--- config.mk ---
export PLATFORM = sky130hd
export DESIGN_NAME = fetch_unit
export DESIGN_NICKNAME = d
export VERILOG_FILES = /design/src/rtl/fetch_unit_pkg.sv /design/src/rtl/fetch_unit.sv
export SDC_FILE = /design/constraint.sdc
export NUM_CORES = 1
export LEC_CHECK = 0
export ABC_AREA = 1
export BUFFER_PORTS_ARGS = -buffer_cell sky130_fd_sc_hd__buf_2
export CAP_MARGIN = 15
export CELL_PAD_IN_SITES_DETAIL_PLACEMENT = 1
export CELL_PAD_IN_SITES_GLOBAL_PLACEMENT = 1
export CORE_MARGIN = 10
export CORE_UTILIZATION = 38
export DETAILED_ROUTE_END_ITERATION = 16
export PLACE_DENSITY_LB_ADDON = 0.3
export SETUP_SLACK_MARGIN = 0.3
export SYNTH_ARGS = -nofsm -noshare
export SYNTH_HDL_FRONTEND = slang
export SYNTH_SLANG_ARGS = --single-unit
--- constraint.sdc ---
create_clock -name clk -period 1.6 [get_ports clk]
set_input_delay 0.08 -clock clk [delete_from_list [all_inputs] [get_ports clk]]
set_output_delay 0.08 -clock clk [all_outputs]
set_load 0.02 [all_outputs]
--- src/rtl/fetch_unit_pkg.sv ---
// Shared instruction-format definitions used by both the fetch unit and the
// instruction decoder, so the two always agree on instruction length.
//   INST_TWO_BYTE_BIT : bit of the 16-bit instruction word that selects
//                       2-byte length (lives in the opcode byte).
//   inst_bytes()      : number of bytes (1 or 2) for a given opcode byte.
package fetch_unit_pkg;

  localparam int unsigned INST_TWO_BYTE_BIT = 15;
  localparam int unsigned OPC_LEN_BIT       = INST_TWO_BYTE_BIT - 8;

  function automatic logic [1:0] inst_bytes(input logic [7:0] opcode);
    return opcode[OPC_LEN_BIT] ? 2'd2 : 2'd1;
  endfunction

endpackage

--- src/rtl/fetch_unit.sv ---
// Byte-serial instruction fetcher. Fetches the opcode byte (and, for 2-byte
// instructions, the immediate byte) over a req/ack byte memory port, holds the
// assembled 16-bit instruction for the decoder, optionally fetches one data
// byte for the held instruction, and owns the PC including redirects.
// Ports:
//   clk, rst              clock, synchronous active-high reset
//   mem_req/mem_addr      read request and address (decoded from state/PC)
//   mem_ack/mem_rdata     read completion and data
//   pc_load/pc_target     redirect strobe and target
//   inst_valid/inst/inst_pc  held instruction and its opcode address
//   inst_ready            consumer retires the held instruction
//   data_req/data_addr    request a data byte while holding an instruction
//   data_valid/data       fetched data byte
module fetch_unit
  import fetch_unit_pkg::*;
#(
  parameter logic [15:0] RESET_PC = 16'h0000
) (
  input  logic        clk,
  input  logic        rst,
  output logic        mem_req,
  output logic [15:0] mem_addr,
  input  logic        mem_ack,
  input  logic [7:0]  mem_rdata,
  input  logic        pc_load,
  input  logic [15:0] pc_target,
  output logic        inst_valid,
  output logic [15:0] inst,
  output logic [15:0] inst_pc,
  input  logic        inst_ready,
  input  logic        data_req,
  input  logic [15:0] data_addr,
  output logic        data_valid,
  output logic [7:0]  data
);

  typedef enum logic [1:0] {
    FETCH_HI   = 2'd0,
    FETCH_LO   = 2'd1,
    HOLD       = 2'd2,
    FETCH_DATA = 2'd3
  } state_e;

  state_e      state_q, state_d;
  logic [15:0] pc_q, pc_d;
  logic [15:0] daddr_q, daddr_d;
  logic [15:0] inst_q, inst_d;
  logic [15:0] inst_pc_q, inst_pc_d;
  logic        inst_valid_q, inst_valid_d;
  logic [7:0]  data_q, data_d;
  logic        data_valid_q, data_valid_d;
  logic        redir_pend_q, redir_pend_d;
  logic [15:0] redir_tgt_q, redir_tgt_d;

  // A redirect takes effect at the end of an outstanding handshake either
  // because it was recorded earlier or because it arrives in the ack cycle;
  // the newest target wins.
  logic        redirect_now;
  logic [15:0] redirect_pc;

  assign redirect_now = pc_load | redir_pend_q;
  assign redirect_pc  = pc_load ? pc_target : redir_tgt_q;

  // Request is combinational from state so it appears in the first cycle
  // after reset falls; gated by rst so the reset cycle itself is idle.
  always_comb begin
    mem_req  = 1'b0;
    mem_addr = RESET_PC;
    if (!rst) begin
      mem_req  = (state_q != HOLD);
      mem_addr = (state_q == FETCH_DATA) ? daddr_q : pc_q;
    end
  end

  always_comb begin
    state_d      = state_q;
    pc_d         = pc_q;
    daddr_d      = daddr_q;
    inst_d       = inst_q;
    inst_pc_d    = inst_pc_q;
    inst_valid_d = inst_valid_q;
    data_d       = data_q;
    data_valid_d = data_valid_q;
    redir_pend_d = redir_pend_q;
    redir_tgt_d  = redir_tgt_q;

    unique case (state_q)
      FETCH_HI: begin
        if (mem_ack) begin
          if (redirect_now) begin
            state_d      = FETCH_HI;
            pc_d         = redirect_pc;
            redir_pend_d = 1'b0;
          end else begin
            inst_d[15:8] = mem_rdata;
            inst_pc_d    = pc_q;
            pc_d         = pc_q + 16'd1;
            if (inst_bytes(mem_rdata) == 2'd2) begin
              state_d = FETCH_LO;
            end else begin
              inst_d[7:0]  = 8'h00;
              inst_valid_d = 1'b1;
              state_d      = HOLD;
            end
          end
        end else if (pc_load) begin
          redir_pend_d = 1'b1;
          redir_tgt_d  = pc_target;
        end
      end

      FETCH_LO: begin
        if (mem_ack) begin
          if (redirect_now) begin
            state_d      = FETCH_HI;
            pc_d         = redirect_pc;
            redir_pend_d = 1'b0;
          end else begin
            inst_d[7:0]  = mem_rdata;
            pc_d         = pc_q + 16'd1;
            inst_valid_d = 1'b1;
            state_d      = HOLD;
          end
        end else if (pc_load) begin
          redir_pend_d = 1'b1;
          redir_tgt_d  = pc_target;
        end
      end

      HOLD: begin
        if (pc_load) begin
          pc_d         = pc_target;
          inst_valid_d = 1'b0;
          data_valid_d = 1'b0;
          state_d      = FETCH_HI;
        end else if (inst_ready) begin
          inst_valid_d = 1'b0;
          data_valid_d = 1'b0;
          state_d      = FETCH_HI;
        end else if (data_req) begin
          daddr_d = data_addr;
          state_d = FETCH_DATA;
        end
      end

      FETCH_DATA: begin
        // The held instruction is dropped as soon as a redirect arrives,
        // even though the data handshake must still run to completion.
        if (pc_load) begin
          inst_valid_d = 1'b0;
          data_valid_d = 1'b0;
        end
        if (mem_ack) begin
          if (redirect_now) begin
            state_d      = FETCH_HI;
            pc_d         = redirect_pc;
            redir_pend_d = 1'b0;
          end else begin
            data_d       = mem_rdata;
            data_valid_d = 1'b1;
            state_d      = HOLD;
          end
        end else if (pc_load) begin
          redir_pend_d = 1'b1;
          redir_tgt_d  = pc_target;
        end
      end

      default: state_d = FETCH_HI;
    endcase
  end

  always_ff @(posedge clk) begin
    if (rst) begin
      state_q      <= FETCH_HI;
      pc_q         <= RESET_PC;
      daddr_q      <= '0;
      inst_q       <= '0;
      inst_pc_q    <= RESET_PC;
      inst_valid_q <= 1'b0;
      data_q       <= '0;
      data_valid_q <= 1'b0;
      redir_pend_q <= 1'b0;
      redir_tgt_q  <= '0;
    end else begin
      state_q      <= state_d;
      pc_q         <= pc_d;
      daddr_q      <= daddr_d;
      inst_q       <= inst_d;
      inst_pc_q    <= inst_pc_d;
      inst_valid_q <= inst_valid_d;
      data_q       <= data_d;
      data_valid_q <= data_valid_d;
      redir_pend_q <= redir_pend_d;
      redir_tgt_q  <= redir_tgt_d;
    end
  end

  assign inst_valid = inst_valid_q;
  assign inst       = inst_q;
  assign inst_pc    = inst_pc_q;
  assign data_valid = data_valid_q;
  assign data       = data_q;

endmodule

Word-level counts from Yosys, hierarchy flattened
Cells that the tools add are included.
{"block": "op_classes", "n_mux": 42, "n_bitwise": 5, "eq_ne": 19, "n_reduce_logical": 17, "n_addsub": 1}
{"op": "16-bit two-way mux", "count": 8}
{"op": "16-bit one-hot mux with 3 select lines", "count": 1}
{"op": "8-bit two-way mux", "count": 5}
{"op": "2-bit != test (second input constant)", "count": 10}
{"op": "2-bit two-way mux", "count": 9}
{"op": "16-bit by 1-bit adder with 16-bit output (second input constant)", "count": 1}
{"op": "8-bit one-hot mux with 2 select lines", "count": 1}
{"op": "1-bit two-way mux", "count": 15}
{"op": "3-bit AND reduction", "count": 4}
{"op": "4-bit AND reduction", "count": 2}
{"op": "7-bit AND reduction", "count": 1}
{"op": "2-bit == test (second input constant)", "count": 3}
{"op": "2-bit by 1-bit != test with 1-bit output (second input constant)", "count": 3}
{"op": "2-bit one-hot mux with 3 select lines", "count": 1}
{"op": "6-bit AND reduction", "count": 1}
{"op": "2-bit nonzero test", "count": 3}
{"op": "4-bit != test (second input constant)", "count": 1}
{"op": "1-bit NOT", "count": 4}
{"op": "1-bit one-hot mux with 4 select lines", "count": 1}
{"op": "2-bit AND reduction", "count": 2}
{"op": "2-bit OR reduction", "count": 2}
{"op": "3-bit != test (second input constant)", "count": 1}
{"op": "3-bit OR reduction", "count": 1}
{"op": "2-bit by 1-bit == test with 1-bit output (second input constant)", "count": 1}
{"op": "other kinds (3)", "count": 3}
{"block": "totals", "out_inout_bits": 59, "reg_bits": 93, "input_bits": 46}

Depth between registers and ports, before layout
{"block": "depth", "ltp_word": 6, "ltp_mapped": 10}

Least setup slack after synthesis
Ideal clock, no wire load.
{"block": "synth_path", "path_kind": "register to output", "start": "register state_q[1]", "end": "output port mem_addr[10]", "n_path_buf": 4, "arrival_time_ps": 1414, "path_slack_ps": 106, "stages_incl_launch_ff": 7, "cell_sequence": "dfxtp_1 buf_4 nand2_1 buf_2 buf_2 buf_2 a21oi_1"}
{"block": "synth_between", "elab_chain_len": 3}
{"element": "start, declared", "line_no": "fetch_unit.sv:44", "text": "state_e state_q, state_d;"}
{"element": "start signal, assigned", "line_no": "fetch_unit.sv:186", "text": "state_q <= state_d;"}
{"element": "2-bit == test", "line_no": "fetch_unit.sv:71", "text": "mem_addr = (state_q == FETCH_DATA) ? daddr_q : pc_q;"}
{"element": "16-bit two-way mux", "line_no": "fetch_unit.sv:71"}
{"element": "16-bit two-way mux", "line_no": "fetch_unit.sv:69", "text": "if (!rst) begin"}
{"element": "end, declared", "line_no": "fetch_unit.sv:22", "text": "output logic [15:0] mem_addr,"}
No other way between the ends.

Worst setup path in the final report
{"block": "layout_path", "start": "register pc_q[2]", "end": "register pc_q[11]"}
{"block": "layout_between", "elab_chain_len": 4}
{"element": "start, declared", "line_no": "fetch_unit.sv:45", "text": "logic [15:0] pc_q, pc_d;"}
{"element": "start signal, assigned", "line_no": "fetch_unit.sv:187", "text": "pc_q <= pc_d;"}
{"element": "16-bit by 1-bit adder with 16-bit output", "line_no": "fetch_unit.sv:97, fetch_unit.sv:120"}
{"element": "16-bit two-way mux", "line_no": "fetch_unit.sv:90, fetch_unit.sv:114"}
{"element": "16-bit two-way mux", "line_no": "fetch_unit.sv:113", "text": "if (mem_ack) begin"}
{"element": "16-bit one-hot mux with 3 select lines", "line_no": "fetch_unit.sv:87", "text": "unique case (state_q)"}
No other way between the ends. The select of a mux whose other input is x is not followed.
A chain may end at the register's enable or synchronous reset.

==> impl_metrics.tcl <==
set metrics [dict create \
    status "finished, violations left" \
    violations "negative setup slack" \
    synth_mux_area_share_pct 0 \
    grt_usage_pct 25.9 \
    wl_um 31800 \
    rows 39 \
    die_x_um 129 \
    crit_family "simple AND/OR/NAND/NOR gates" \
    synth.avg_cell_area_um2 7.11 \
    worstMarginPinSlew_ns 0.698 \
    clockBufferDepth 2 \
    min_period_ns 1.85 \
    met2_wirelength_um 14800 \
    vias 6505 \
    grt_pass1_wl_um 34000 \
    clkLatencyLatePin_ns 0.38 \
    avgViaCountPerCell 6.69 \
    drt-wirelength-per-cell_um 32.7 \
    die_h_um 129 \
    ant_nets 0 \
    met1_length_um 10900 \
    gp_congestion 0.879 \
    area_growth_pct 78.6 \
    cts-root-buf "clkbuf_16" \
    io_pins 105 \
    synth_edf_count 0 \
    syn_area_um2 4480 \
    max-slew-margin-rel_pct 53.0 \
    min_period_over_period_pct 116 \
    power.density_nw_per_um2 929 \
    synth-seq-cells 93 \
    diodes 0 \
    ys.flop_type "dfxtp_1" \
    cp_cell_sequence "nand2_1, nor2_2, buf_4, nand4_1, nand3_2, nand3_1, a21oi_1" \
    nets 871 \
    wl_met3_um 3360 \
    worstSetupPathDepth 7 \
    critPathSlowestCell "dfxtp_4" \
    numCtsBuffers 9 \
    combPwrFrac_pct 31.9 \
    cts_sinks 93 \
    synthTopCellsByCount "nor2_1 (111), dfxtp_1 (93), nand2_1 (76)" \
    crit_buf_inv 1 \
    dieArea_um2 16500 \
    cap_violations 0 \
    tritoncts "done" \
    hold_viol 0 \
    p_clk_share_pct 31.9 \
    drtPass1Iterations 6 \
    p_switching_mw 2.75 \
    worst_slack_ns -0.249 \
    async_flop_share_pct 0 \
    synth_top_family_by_area "compound AO/OA/AOI/OAI gates" \
    yosysMostFrequentCell "nor2_1" \
    cp-end-kind "flip-flop" \
    drv_slew 0 \
    ys_types 38 \
    p_int_mw 4.67 \
    topRoutingLayerUsed "met5" \
    grt_pass1_vias 6126 \
    swShare_pct 37.1 \
    setup_viol 22 \
    final_cells 972 \
    synth_top_area_share_pct 41.6 \
    overflow 0 \
    portBuffers 104 \
    htreeDepth 3 \
    synth_xor_area_share_pct 0.783 \
    grt_start_max_net_pins 28 \
    hpwl_um 12500 \
    syn-num-nets 677 \
    max_freq_mhz 541 \
    min_path_cells 3 \
    clk_pin_slew_ns 0.08 \
    ir_worst_vdd_uv 1110 \
    synth_compound_area_share_pct 26.2 \
    cp_max_fo 6 \
    synthAdderAreaFrac_pct 0.279 \
    synth.largest_area_cell "dfxtp_1" \
    critPathArrivalTime_ns 2.11 \
    synth_top_cells_by_area "dfxtp_1 (42%), nor2_1 (9.3%), o21ai_1 (7.4%)" \
    placedCellCount 863 \
    rr_worst_depth 7 \
    synth-seq-area-share_pct 41.6 \
    drc 0 \
    hold_class "in2reg" \
    core-area_um2 11500 \
    fin_tns_setup_ns -1.12 \
    slowest_delay_ns 0.42 \
    synthCells 630 \
    power_leakage_nw 3.19 \
    drive_gt1_share_pct 54.2 \
    cp.required_ns 1.86 \
    antenna_found_initial 2 \
    yosys.area_share.simple_pct 23.0 \
    pwr-share-seq_pct 36.2 \
    rsz0062_at_grt "yes" \
    finClkSkew_ns 0.0159 \
    initial_core_util_pct 39.0 \
    start_kind "flip-flop" \
    ys_warn_count 0 \
    nFillCells 1261 \
    crit_type "reg2reg" \
    drt_iter0_markers 858 \
]
## path summary, 6_finish.rpt
kind,from,end,slack [ns]
worst max register to register,pc_q[2]$_SDFFE_PP0P_,pc_q[11]$_SDFFE_PP0P_,-0.25
worst min register to register,inst[2]$_SDFFE_PP0P_,inst[2]$_SDFFE_PP0P_,0.49
worst max-delay path,pc_q[2]$_SDFFE_PP0P_,pc_q[11]$_SDFFE_PP0P_,-0.25
worst min-delay path,mem_rdata[1],inst[1]$_SDFFE_PP0P_,0.01
## metal layers
metal  vias up  track usage [%]
li1       2544                -
met1      3147             28.3
met2       584             45.8
met3       228             6.78
met4         2             12.2
met5         -                0
## stage by stage
stage                     power, mW  hold WS [ns]  util [%]  worst slack, ns  area [µm²]
after floorplan                3.42         0.158         -            0.313        4630
after global placement         3.83         0.310      46.7         0.000681        5360
after detailed placement       3.88         0.316      46.7          -0.0736        5360
after CTS                      6.51      0.000629      58.4           0.0929        6700
after global routing           7.56        0.0140      69.7           -0.221        8000
final                          7.43        0.0124      69.7           -0.249        8000
## cell families after synthesis
| logic type | Yosys count |
|---|---|
| simple gates | 239 |
| buf+inv | 79 |
| xor+xnor | 4 |
| fa+ha+maj | 1 |
| compound gates | 214 |
| flops | 93 |
## cells in the final DEF (no fill, tap or decap), drive strengths merged, types with 2 or more instances in the layout
master	instances
dlygate4sd3	18
a21oi	64
buf	197
o21bai	4
clkinv	5
xor2	4
or2	7
nor3	7
o21ai	114
clkinvlp	2
nor2	113
clkbuf	13
nand3	27
o22ai	4
nand2	84
nand4	4
a31oi	5
a211oi	13
dfxtp	93
a221oi	6
o211ai	3
inv	39
## state kept, by name, summed over array words and instances, names as in the netlist
name	flops
redir_tgt_q	16
daddr_q	16
state_q	2
inst	16
data	8
data_valid	1
inst_pc	16
redir_pend_q	1
inst_valid	1
pc_q	16
## layout make-up
type | instances | area [µm²] | share of cell area [%]
multi-input cells | 461 | 3430 | 42.9
inverters | 40 | 235 | 2.94
repair buffers | 218 | 1940 | 24.2
clock buffers | 10 | 239 | 2.99
well taps | 143 | 179 | 2.24
flip-flops and latches | 93 | 1890 | 23.7
clock inverters | 6 | 68.8 | 0.861
repair inverters | 1 | 8.76 | 0.110
## power by group through the flow
stage / Sequential, mW / Clock (mW) / Combinational [mW]
after floorplan: 2.67 / 0 / 0.744
after global placement: 2.64 / 0 / 1.18
after detailed placement: 2.65 / 0 / 1.23
after CTS: 2.61 / 2.31 / 1.58
after global routing: 2.69 / 2.45 / 2.43
final: 2.69 / 2.37 / 2.37
## worst reg2reg max path, stage by stage (launching register included)
cell and delay (ns):
dfxtp_4 0.42, nand2_1 0.14, nor2_2 0.22, buf_4 0.16, nand4_1 0.13, nand3_2 0.14, nand3_1 0.17, a21oi_1 0.34
## what timing repair did
| action | in CTS | in global routing |
|---|---|---|
| setup endpoints to repair | 106 | 107 |
| hold endpoints to repair | 19 | 0 |
| buffers inserted | 32 | 30 |
| pin swaps | 21 | 66 |
| gates cloned | 6 | 7 |
| resized for setup | 135 | 228 |
| hold buffers | 18 | 0 |
Note: power is estimated with default switching activity, not from simulation.
